## src/rtl/mem_port_arbiter_pkg.sv

```systemverilog
// Shared definitions for the memory port arbiter: FSM state encodings,
// chip-enable levels, the grant identifier and a small state helper.
package mem_port_arbiter_pkg;

  // FSM state encodings.
  localparam logic [1:0] ARB_IDLE     = 2'd0;
  localparam logic [1:0] ARB_BUSY_IF  = 2'd1;
  localparam logic [1:0] ARB_BUSY_MEM = 2'd2;

  // Memory chip-enable levels.
  localparam logic CHIP_ENABLE  = 1'b1;
  localparam logic CHIP_DISABLE = 1'b0;

  // Identifies which requester owns (or last owned) the memory port.
  typedef enum logic {
    GRANT_IF  = 1'b0,
    GRANT_MEM = 1'b1
  } grant_e;

  // True while a transaction is holding the memory port.
  function automatic logic is_busy(input logic [1:0] state);
    return (state == ARB_BUSY_IF) || (state == ARB_BUSY_MEM);
  endfunction

endpackage

```

## src/rtl/arb_watchdog.sv

```systemverilog
// Transaction watchdog for the memory port arbiter. Counts cycles spent in
// a BUSY state and flags the TIMEOUT-th one so the arbiter can abort an
// access that the memory never completes.
module arb_watchdog #(
  parameter int TIMEOUT = 255
) (
  input  logic clk,
  input  logic rst,     // asynchronous, active-low
  input  logic start,   // a grant happens at this edge; restart the count
  input  logic busy,    // arbiter is in a BUSY state this cycle
  output logic expire   // this is the TIMEOUT-th busy cycle
);

  localparam int                 CNT_W    = $clog2(TIMEOUT + 1);
  localparam logic [CNT_W-1:0]   LAST_CNT = CNT_W'(TIMEOUT - 1);

  logic [CNT_W-1:0] count_q, count_d;

  // Clear when a transaction starts, advance on every busy cycle, hold otherwise.
  always_comb begin
    // NOTE: every signal written here gets a default first, so no latch is inferred.
    count_d = count_q;
    if (start) begin
      count_d = '0;
    end else if (busy) begin
      count_d = count_q + CNT_W'(1);
    end
  end

  // Count register; cleared by the asynchronous reset.
  always_ff @(posedge clk or negedge rst) begin
    // NOTE: sequential state uses non-blocking (<=) only; combinational blocks use blocking (=).
    if (!rst) begin
      count_q <= '0;
    end else begin
      count_q <= count_d;
    end
  end

  // count_q holds the number of busy cycles already completed.
  assign expire = busy && (count_q == LAST_CNT);

endmodule

```

## src/rtl/mem_port_arbiter.sv

```systemverilog
// Memory port arbiter: shares one instruction/data memory port between the
// IF stage (fetch) and the MEM stage (load/store). The winning request is
// registered, ram_ce is held until ram_ready or a watchdog timeout, and the
// read data is returned as a registered one-cycle pulse.
//
// Build option: define ARB_ROUND_ROBIN_EN to alternate grants on
// simultaneous requests; otherwise MEM always beats IF.
module mem_port_arbiter
  import mem_port_arbiter_pkg::*;
#(
  parameter int ADDR_W  = 32,
  parameter int DATA_W  = 32,
  parameter int TIMEOUT = 255
) (
  input  logic                  clk,
  input  logic                  rst,        // asynchronous, active-low

  // IF stage (fetch)
  input  logic                  if_req,
  input  logic [ADDR_W-1:0]     if_addr,
  input  logic                  if_flush,
  output logic                  if_ack,
  output logic                  if_rvalid,
  output logic [DATA_W-1:0]     if_rdata,

  // MEM stage (load/store)
  input  logic                  mem_req,
  input  logic                  mem_we,
  input  logic [DATA_W/8-1:0]   mem_be,
  input  logic [ADDR_W-1:0]     mem_addr,
  input  logic [DATA_W-1:0]     mem_wdata,
  output logic                  mem_ack,
  output logic                  mem_rvalid,
  output logic [DATA_W-1:0]     mem_rdata,

  // Unified RAM/ROM wrapper
  output logic                  ram_ce,
  output logic                  ram_we,
  output logic [DATA_W/8-1:0]   ram_be,
  output logic [ADDR_W-1:0]     ram_addr,
  output logic [DATA_W-1:0]     ram_wdata,
  input  logic                  ram_ready,
  input  logic [DATA_W-1:0]     ram_rdata,

  output logic                  err
);

  localparam int                BE_W          = DATA_W / 8;
  // Instruction fetches are always word aligned.
  localparam logic [ADDR_W-1:0] IF_ALIGN_MASK = ~ADDR_W'(3);

  // FSM and pulse outputs
  logic [1:0]         state_q,      state_d;
  logic               if_ack_q,     if_ack_d;
  logic               mem_ack_q,    mem_ack_d;
  logic               if_rvalid_q,  if_rvalid_d;
  logic [DATA_W-1:0]  if_rdata_q,   if_rdata_d;
  logic               mem_rvalid_q, mem_rvalid_d;
  logic [DATA_W-1:0]  mem_rdata_q,  mem_rdata_d;
  logic               err_q,        err_d;
  logic               flush_q,      flush_d;

  // Latched memory-side request
  logic               ram_ce_q,     ram_ce_d;
  logic               ram_we_q,     ram_we_d;
  logic [BE_W-1:0]    ram_be_q,     ram_be_d;
  logic [ADDR_W-1:0]  ram_addr_q,   ram_addr_d;
  logic [DATA_W-1:0]  ram_wdata_q,  ram_wdata_d;

  // Arbitration
  logic               if_eligible;
  logic               grant_valid;
  grant_e             winner;

  // Watchdog
  logic               wd_busy;
  logic               wd_expire;

`ifdef ARB_ROUND_ROBIN_EN
  grant_e             last_grant_q, last_grant_d;

  // Remember the most recent winner so a tie goes to the other requester.
  always_comb begin
    last_grant_d = last_grant_q;
    if (grant_valid) begin
      last_grant_d = winner;
    end
  end

  // Reset to IF so that MEM wins the first tie.
  always_ff @(posedge clk or negedge rst) begin
    if (!rst) begin
      last_grant_q <= GRANT_IF;
    end else begin
      last_grant_q <= last_grant_d;
    end
  end
`endif

  // Pick a winner among the requests sampled in IDLE. A fetch with flush
  // raised in the same cycle is not eligible.
  always_comb begin
    if_eligible = if_req && !if_flush;
    grant_valid = (state_q == ARB_IDLE) && (if_eligible || mem_req);
    winner      = GRANT_MEM;
    if (!mem_req) begin
      winner = GRANT_IF;
`ifdef ARB_ROUND_ROBIN_EN
    end else if (if_eligible && (last_grant_q == GRANT_MEM)) begin
      winner = GRANT_IF;
`endif
    end
  end

  assign wd_busy = is_busy(state_q);

  arb_watchdog #(
    .TIMEOUT (TIMEOUT)
  ) u_watchdog (
    .clk    (clk),
    .rst    (rst),
    .start  (grant_valid),
    .busy   (wd_busy),
    .expire (wd_expire)
  );

  // Next-state and output logic: grant from IDLE, then hold the port until
  // the memory completes or the watchdog expires.
  always_comb begin
    state_d      = state_q;
    if_ack_d     = 1'b0;
    mem_ack_d    = 1'b0;
    if_rvalid_d  = 1'b0;
    if_rdata_d   = '0;
    mem_rvalid_d = 1'b0;
    mem_rdata_d  = '0;
    err_d        = 1'b0;
    flush_d      = flush_q;
    ram_ce_d     = ram_ce_q;
    ram_we_d     = ram_we_q;
    ram_be_d     = ram_be_q;
    ram_addr_d   = ram_addr_q;
    ram_wdata_d  = ram_wdata_q;

    unique case (state_q)
      ARB_IDLE: begin
        // ram_ready is ignored here; no transaction is outstanding.
        flush_d = 1'b0;
        if (grant_valid) begin
          ram_ce_d = CHIP_ENABLE;
          if (winner == GRANT_MEM) begin
            state_d     = ARB_BUSY_MEM;
            mem_ack_d   = 1'b1;
            ram_we_d    = mem_we;
            ram_be_d    = mem_be;
            ram_addr_d  = mem_addr;
            ram_wdata_d = mem_wdata;
          end else begin
            state_d     = ARB_BUSY_IF;
            if_ack_d    = 1'b1;
            ram_we_d    = 1'b0;
            ram_be_d    = '1;
            ram_addr_d  = if_addr & IF_ALIGN_MASK;
            ram_wdata_d = '0;
          end
        end
      end

      ARB_BUSY_IF: begin
        // A flush seen at any point in the fetch, including the completion
        // cycle, discards its result; the memory access itself still ends.
        flush_d = flush_q || if_flush;
        if (ram_ready || wd_expire) begin
          state_d     = ARB_IDLE;
          ram_ce_d    = CHIP_DISABLE;
          flush_d     = 1'b0;
          err_d       = !ram_ready;
          if_rvalid_d = !(flush_q || if_flush);
          if (ram_ready && !(flush_q || if_flush)) begin
            if_rdata_d = ram_rdata;
          end
        end
      end

      ARB_BUSY_MEM: begin
        if (ram_ready || wd_expire) begin
          state_d      = ARB_IDLE;
          ram_ce_d     = CHIP_DISABLE;
          err_d        = !ram_ready;
          mem_rvalid_d = 1'b1;
          // Stores and aborted accesses return zero.
          if (ram_ready && !ram_we_q) begin
            mem_rdata_d = ram_rdata;
          end
        end
      end

      default: begin
        state_d  = ARB_IDLE;
        ram_ce_d = CHIP_DISABLE;
        flush_d  = 1'b0;
      end
    endcase
  end

  // State and output registers; everything clears on reset, so ram_ce and
  // the pulses drop as soon as rst goes low.
  always_ff @(posedge clk or negedge rst) begin
    if (!rst) begin
      state_q      <= ARB_IDLE;
      if_ack_q     <= 1'b0;
      mem_ack_q    <= 1'b0;
      if_rvalid_q  <= 1'b0;
      if_rdata_q   <= '0;
      mem_rvalid_q <= 1'b0;
      mem_rdata_q  <= '0;
      err_q        <= 1'b0;
      flush_q      <= 1'b0;
      ram_ce_q     <= CHIP_DISABLE;
      ram_we_q     <= 1'b0;
      ram_be_q     <= '0;
      ram_addr_q   <= '0;
      ram_wdata_q  <= '0;
    end else begin
      state_q      <= state_d;
      if_ack_q     <= if_ack_d;
      mem_ack_q    <= mem_ack_d;
      if_rvalid_q  <= if_rvalid_d;
      if_rdata_q   <= if_rdata_d;
      mem_rvalid_q <= mem_rvalid_d;
      mem_rdata_q  <= mem_rdata_d;
      err_q        <= err_d;
      flush_q      <= flush_d;
      ram_ce_q     <= ram_ce_d;
      ram_we_q     <= ram_we_d;
      ram_be_q     <= ram_be_d;
      ram_addr_q   <= ram_addr_d;
      ram_wdata_q  <= ram_wdata_d;
    end
  end

  assign if_ack     = if_ack_q;
  assign if_rvalid  = if_rvalid_q;
  assign if_rdata   = if_rdata_q;
  assign mem_ack    = mem_ack_q;
  assign mem_rvalid = mem_rvalid_q;
  assign mem_rdata  = mem_rdata_q;
  assign ram_ce     = ram_ce_q;
  assign ram_we     = ram_we_q;
  assign ram_be     = ram_be_q;
  assign ram_addr   = ram_addr_q;
  assign ram_wdata  = ram_wdata_q;
  assign err        = err_q;

endmodule

```

## config.mk

```make
export PLATFORM = sky130hd
export DESIGN_NAME = mem_port_arbiter
export DESIGN_NICKNAME = d
export VERILOG_FILES = /design/src/rtl/mem_port_arbiter_pkg.sv /design/src/rtl/arb_watchdog.sv /design/src/rtl/mem_port_arbiter.sv
export SDC_FILE = /design/constraint.sdc
export NUM_CORES = 1
export LEC_CHECK = 0
export ABC_AREA = 1
export CORE_AREA = 2 2 157 159
export CTS_BUF_LIST = sky130_fd_sc_hd__clkbuf_8 sky130_fd_sc_hd__clkbuf_16
export CTS_CLUSTER_SIZE = 20
export DETAILED_ROUTE_END_ITERATION = 8
export DIE_AREA = 0 0 159 161
export PLACE_DENSITY_LB_ADDON = 0.15
export SLEW_MARGIN = 20
export SYNTH_ARGS = -nofsm -noshare
export SYNTH_HDL_FRONTEND = slang
export SYNTH_HIERARCHICAL = 1
export SYNTH_SLANG_ARGS = --single-unit
```

## constraint.sdc

```tcl
create_clock -name clk -period 2.3 [get_ports clk]
set_clock_uncertainty 0.2 [all_clocks]
set_input_delay 0.23 -clock clk [delete_from_list [all_inputs] [get_ports clk]]
set_output_delay 0.23 -clock clk [all_outputs]
set_load 0.1 [all_outputs]
```

=== After elaboration in Yosys (flattened, before gate mapping) ===
Cells that the tools add are included.

* Register bits: 150
* Memory bits (read-only): 0
* Bits of input ports: 139
* Output and inout bits: 139
* Bits in latches: 0
* Word-level logic and storage cells: 72
* Memories kept: 0
* Bits in writable memories: 0

* Eq/ne operators: 5
* Mux-type cells: 33
* Bitwise logic cells: 0
* Shifts and indexed selects: 0
* Divide/modulo/power cells: 0
* $mul: 0
* Magnitude comparators: 0
* Reductions and logical operators: 18
* Add/sub/neg operators: 1

{| class="wikitable"
|+ Operators with widths
! cell !! count
|-
| 32-bit two-way mux || 8
|-
| 1-bit two-way mux || 16
|-
| 8-bit two-way mux || 2
|-
| 8-bit by 1-bit adder with 8-bit output (second input constant) || 1
|-
| 8-bit equality test (second input constant) || 1
|-
| 2-bit two-way mux || 3
|-
| 1-bit logical AND || 5
|-
| 1-bit logical NOT || 4
|-
| 1-bit logical OR || 4
|-
| 4-bit two-way mux || 1
|-
| 1-bit case mux with 2 select lines || 2
|-
| 2-bit case mux with 2 select lines || 1
|-
| 2-bit AND reduction || 2
|-
| 2-bit by 1-bit equality test with 1-bit output (second input constant) || 1
|-
| 2-bit equality test (second input constant) || 1
|-
| 2-bit logical NOT || 1
|-
| 2-bit by 1-bit inequality test with 1-bit output (second input constant) || 1
|-
| 2-bit inequality test (second input constant) || 1
|-
| 2-bit nonzero test || 1
|-
| 2-bit OR reduction || 1
|}

=== Longest topological paths before layout ===
* Word-level depth: 6
* Depth in mapped cells: 11
* Gate-level depth less buffers: 10

=== By module ===
The synthesis kept the hierarchy.

{| class="wikitable"
|+ By module, submodules not included
! module !! times used !! area each (um^2) !! cells each !! seq. area each (um^2)
|-
| mem_port_arbiter || 1 || 5415.2 || 600 || 3553.4
|-
| arb_watchdog || 1 || 474.2 || 64 || 200.2
|}

=== Worst setup path after synthesis ===
OpenSTA, ideal clock, no wires.

* Path kind: flip-flop to flip-flop
* Start: reg ram_we_q (netlist: ram_we)
* End: reg mem_rdata_q[10] (netlist: mem_rdata[10])
* Data arrival time: 1509 ps
* Period minus slack after synthesis: 1840 ps
* Data required time: 1969 ps
* Slack: 460 ps
* Cell stages (with the launch flop): 4
* Library setup time: 131 ps
* Buffers on the path: 1
* Path through: dfrtp_1 -> nand3b_1 -> clkbuf_1 -> nor2_1

* Longest elaborated chain between the ends: 5

{| class="wikitable"
|+ Ends and longest elaborated chain
! what !! line !! source
|-
| start, declared || mem_port_arbiter.sv:65 || <nowiki>logic ram_we_q, ram_we_d;</nowiki>
|-
| start signal, assigned || mem_port_arbiter.sv:235 || <nowiki>ram_we_q <= ram_we_d;</nowiki>
|-
| 1-bit logical NOT || mem_port_arbiter.sv:192 || <nowiki>if (ram_ready && !ram_we_q) begin</nowiki>
|-
| 1-bit logical AND || mem_port_arbiter.sv:192 ||
|-
| 32-bit two-way mux || mem_port_arbiter.sv:192 ||
|-
| 32-bit two-way mux || mem_port_arbiter.sv:186 || <nowiki>if (ram_ready || wd_expire) begin</nowiki>
|-
| 32-bit two-way mux || mem_port_arbiter.sv:145 || <nowiki>unique case (state_q)</nowiki>
|-
| net mem_rdata_d[10] || mem_port_arbiter.sv:59 || <nowiki>logic [DATA_W-1:0] mem_rdata_q, mem_rdata_d;</nowiki>
|-
| end signal, assigned || mem_port_arbiter.sv:231 || <nowiki>mem_rdata_q <= mem_rdata_d;</nowiki>
|-
| end, declared || mem_port_arbiter.sv:59 ||
|}

The timed path passes the listed nets, and every way through them passes these cells.
A chain may end at the register's enable or synchronous reset.

=== Final worst setup path ===
* Start: reg state_q[0]
* End: reg state_q[1]

* Longest elaborated chain between the ends: 6
* Elaborated cells between the ends (all ways): 12
* Classes of those cells: 4 x eq/ne; 1 x mux; 7 x reduce/logical

{| class="wikitable"
|+ Ends and longest elaborated chain
! what !! line !! source
|-
| start, declared || mem_port_arbiter.sv:53 || <nowiki>logic [1:0] state_q, state_d;</nowiki>
|-
| start signal, assigned || mem_port_arbiter.sv:225 || <nowiki>state_q <= state_d;</nowiki>
|-
| 2-bit by 1-bit equality test with 1-bit output / 2-bit equality test (equally long branches) || mem_port_arbiter_pkg.sv:22 || <nowiki>return (state == ARB_BUSY_IF) || (state == ARB_BUSY_MEM);</nowiki>
|-
| 1-bit logical OR (*) || mem_port_arbiter_pkg.sv:22 ||
|-
| net wd_busy || mem_port_arbiter.sv:76 || <nowiki>logic wd_busy;</nowiki>
|-
| 1-bit logical AND (*) || arb_watchdog.sv:41 || <nowiki>assign expire = busy && (count_q == LAST_CNT);</nowiki>
|-
| net wd_expire || mem_port_arbiter.sv:77 || <nowiki>logic wd_expire;</nowiki>
|-
| 1-bit logical OR (*) || mem_port_arbiter.sv:173, mem_port_arbiter.sv:186 ||
|-
| 2-bit by 1-bit inequality test with 1-bit output (no source line) (*) || n/a ||
|-
| 2-bit AND reduction (no source line) (*) || n/a ||
|}

The timed path passes the listed nets; every way through them passes the cells marked *.

==> results.py <==
metrics = {
    "synthesis": {
        "postSynthCellCount": 664,
        "synthesis.yosys.warnings": 6,
        "synth.distinct_cells": 26,
        "ys.flop_type": "dfrtp_1",
        "avgSynthCellArea_um2": 8.87,
        "synth.yosys.seq_area_share": 0.637,
        "synth.net_count": 808,
        "synth-edff-count": 0,
        "synthArstFlopShare": 1.00,
        "synth_seq_cells": 150,
        "syn-cell-area_mm2": 0.00589,
    },
    "timing": {
        "setup_tns_ns": 0,
        "period_needed_ns": 1.93,
        "drv_slew": 0,
        "period_utilization_post_route": 0.838,
        "finalSetupViolCount": 0,
        "final_hold_viol_count": 0,
        "worst_slew_pin_slew_ns": 0.541,
        "slew_headroom": 0.639,
        "rsz0062_at_grt": "no",
        "max_freq_ghz": 0.519,
    },
    "route": {
        "routed-via-count": 5018,
        "wl_um": 17700,
        "vias_per_cell": 3.91,
        "drc_errors": 0,
        "drt_pre_antenna_iters": 4,
        "antenna_violating_nets_post_route": 0,
        "detail_route.iter0.violations": 175,
        "drt-wirelength-per-cell_um": 13.8,
    },
    "finish": {
        "layout_cells_sized_above_1": 0.202,
        "n_fill_cell": 2556,
        "finalNetCount": 1090,
        "syn2layout_area_growth_pct": 57.9,
        "layout_commonest_cell": "nand2_1",
        "antennaDiodeCount": 0,
        "area.sequential_mm2": 0.00375,
        "multi_input_comb_area_mm2": 0.00179,
        "final_cells": 1283,
        "most-common-layout-cells": "nand2_1 (322), dfrtp_1 (150), buf_4 (146)",
    },
    "critical_path": {
        "cp.buffers_inverters": 1,
        "worstSetupEndpoint": "state_q[1]",
        "r2r-start": "state_q[0]",
        "crit_start": "state_q[0]",
        "worst_setup_path_start_kind": "flip-flop",
        "timing_worst_setup_path_type": "flip-flop to flip-flop",
        "timing.critical_path.depth": 9,
        "worst_ep_required_time_ns": 2.41,
        "worstPathCellList": "inv_1, ha_1, nand3_1, nor3_1, nor2_1, nand2_1, nand2_1, nand2_1, nand2_1",
        "slowest_stage": "dfrtp_1",
        "worst_r2r_endpoint": "state_q[1]",
        "reg2reg_slack_ns": 0.37,
        "worst-r2r-cell-count": 9,
        "cp_data_arrival_time_ns": 2.04,
        "critPathTopFamily": "simple AND/OR/NAND/NOR gates",
        "endpoint_class_of_the_critical_path": "flip-flop",
        "critPathMostFrequentCell": "nand2_1",
        "crit_path_max_incr_delay_ns": 0.38,
        "worstPathMaxFanout": 4,
    },
    "clock_network": {
        "clk_tree_root_cell": "clkbuf_16",
        "clock-sinks": 150,
        "worstSkewPairLatency_ns": 0.42,
        "tritoncts": "done",
        "tritoncts.num_buffers": 17,
        "resize_count_post_cts": 0,
        "postCtsSetupBuffers": 0,
        "cts_max_path_buffers": 2,
        "htreeDepth": 4,
        "clkTransAtPathRegs_ns": 0.07,
        "ctsHoldBuffers": 1,
    },
    "global_routing": {
        "grt-ovfl-total": 0,
        "grt_use_total": 0.141,
        "grt_pass1_wl_um": 28100,
        "maximum_number_of_pins_on_one_net_before_global_route_repair": 53,
        "grt_antenna_before_repair": 0,
        "first_global_vias": 5074,
    },
    "placed_design": {
        "globalplace.congestion": 0.732,
        "hpwl_um": 12800,
        "portBuffers": 275,
        "dp.cells": 1250,
    },
    "power": {
        "total_leakage_power_nw": 5.00,
        "power_density_mw_per_mm2": 1630,
        "p_total_mw": 15.1,
        "vdd_drop_max_v": 0.000762,
    },
    "floorplan": {
        "die_area_mm2": 0.0256,
        "initial_core_util": 0.246,
        "ios": 278,
        "fp.coreArea_mm2": 0.0240,
        "die-width_um": 159,
        "die-height_um": 161,
        "rows": 57,
    },
    "min_path": {
        "holdCritPathClass": "input port to flip-flop",
    },
    "run": {
        "maxCapViolCount": 0,
    },
    "run_status": {
        "run_status": "complete, no violations",
    },
}
## sequential cells by signal (all words and copies together) (netlist names)
register	count
ram_wdata	32
if_rvalid	1
ram_be	4
mem_ack	1
mem_rdata	32
state_q	2
if_rdata	32
ram_addr	32
flush_q	1
err	1
ram_we	1
if_ack	1
mem_rvalid	1
ram_ce	1
u_watchdog/count_q	8
## cell usage after synthesis (2+ instances only)
cell type	instances	share of area
nand3_1	7	0.0059
inv_1	46	0.029
dfrtp_1	150	0.64
o21ai_0	2	0.0017
buf_2	11	0.0093
nand2_1	322	0.21
nand4_1	4	0.0042
o21ai_1	4	0.0034
ha_1	5	0.011
a21oi_1	2	0.0017
nor2_4	2	0.0038
nor3_1	2	0.0017
buf_6	7	0.013
nor2_1	82	0.052
clkbuf_1	7	0.0045
## layout make-up
class | count | area share
Clock inverter | 14 | 0.0152
Timing Repair Buffer | 289 | 0.278
Clock buffer | 18 | 0.0472
Sequential cell | 150 | 0.404
Inverter | 48 | 0.0197
Tap cell | 324 | 0.0436
Multi-Input combinational cell | 440 | 0.192
## worst register-to-register path, delay by kind of cell (launching register included)
kind,cells,cell delay (ns)
flip-flops,1,0.38
AND/OR/NAND/NOR,7,0.86
adder cells (fa/ha/maj),1,0.31
buffers and inverters,1,0.07
## layer usage
| layer | up-vias | global-route usage | wire length (um) |
|---|---|---|---|
| met5 | - | 0 | 0 |
| met4 | 0 | 0.0492 | 246 |
| met3 | 16 | 0.0467 | 1430 |
| met2 | 208 | 0.215 | 7810 |
| met1 | 2251 | 0.188 | 8220 |
| li1 | 2543 | - | - |
## through the flow
stage	setup WS, ns	util	area (um2)	hold WS [ns]
global route	0.167	0.388	9300	0.142
finish	0.373	0.388	9300	0.142
CTS	0.336	0.388	9300	0.119
global placement	0.355	0.363	8710	0.0459
floorplan	0.460	-	5890	-0.266
detailed placement	0.340	0.363	8710	0.0426
## worst min path at each step
stage | slack (ns) | endpoint | from | cells past startpoint
after floorplan | -0.27 | err | rst | 0
after global placement | 0.05 | ram_addr[0] | rst | 1
after detailed placement | 0.04 | ram_addr[0] | rst | 1
after CTS | 0.12 | if_rdata[1] | ram_rdata[1] | 3
after global routing | 0.14 | ram_wdata[22] | mem_wdata[22] | 3
final | 0.14 | ram_wdata[16] | mem_wdata[16] | 3
## report_power, final
part	switching, mW	internal (mW)
clock network	1.20	1.55
registers	0.424	3.39
logic	6.89	1.66
total	8.51	6.60
## kinds of logic after synthesis
family / synth area share
adder cells (fa/ha/maj): 0.0106
buffers and inverters: 0.0595
flip-flops: 0.637
AO/OA/AOI/OAI: 0.0110
AND/OR/NAND/NOR: 0.281
Power figures use the tool's default switching activity.
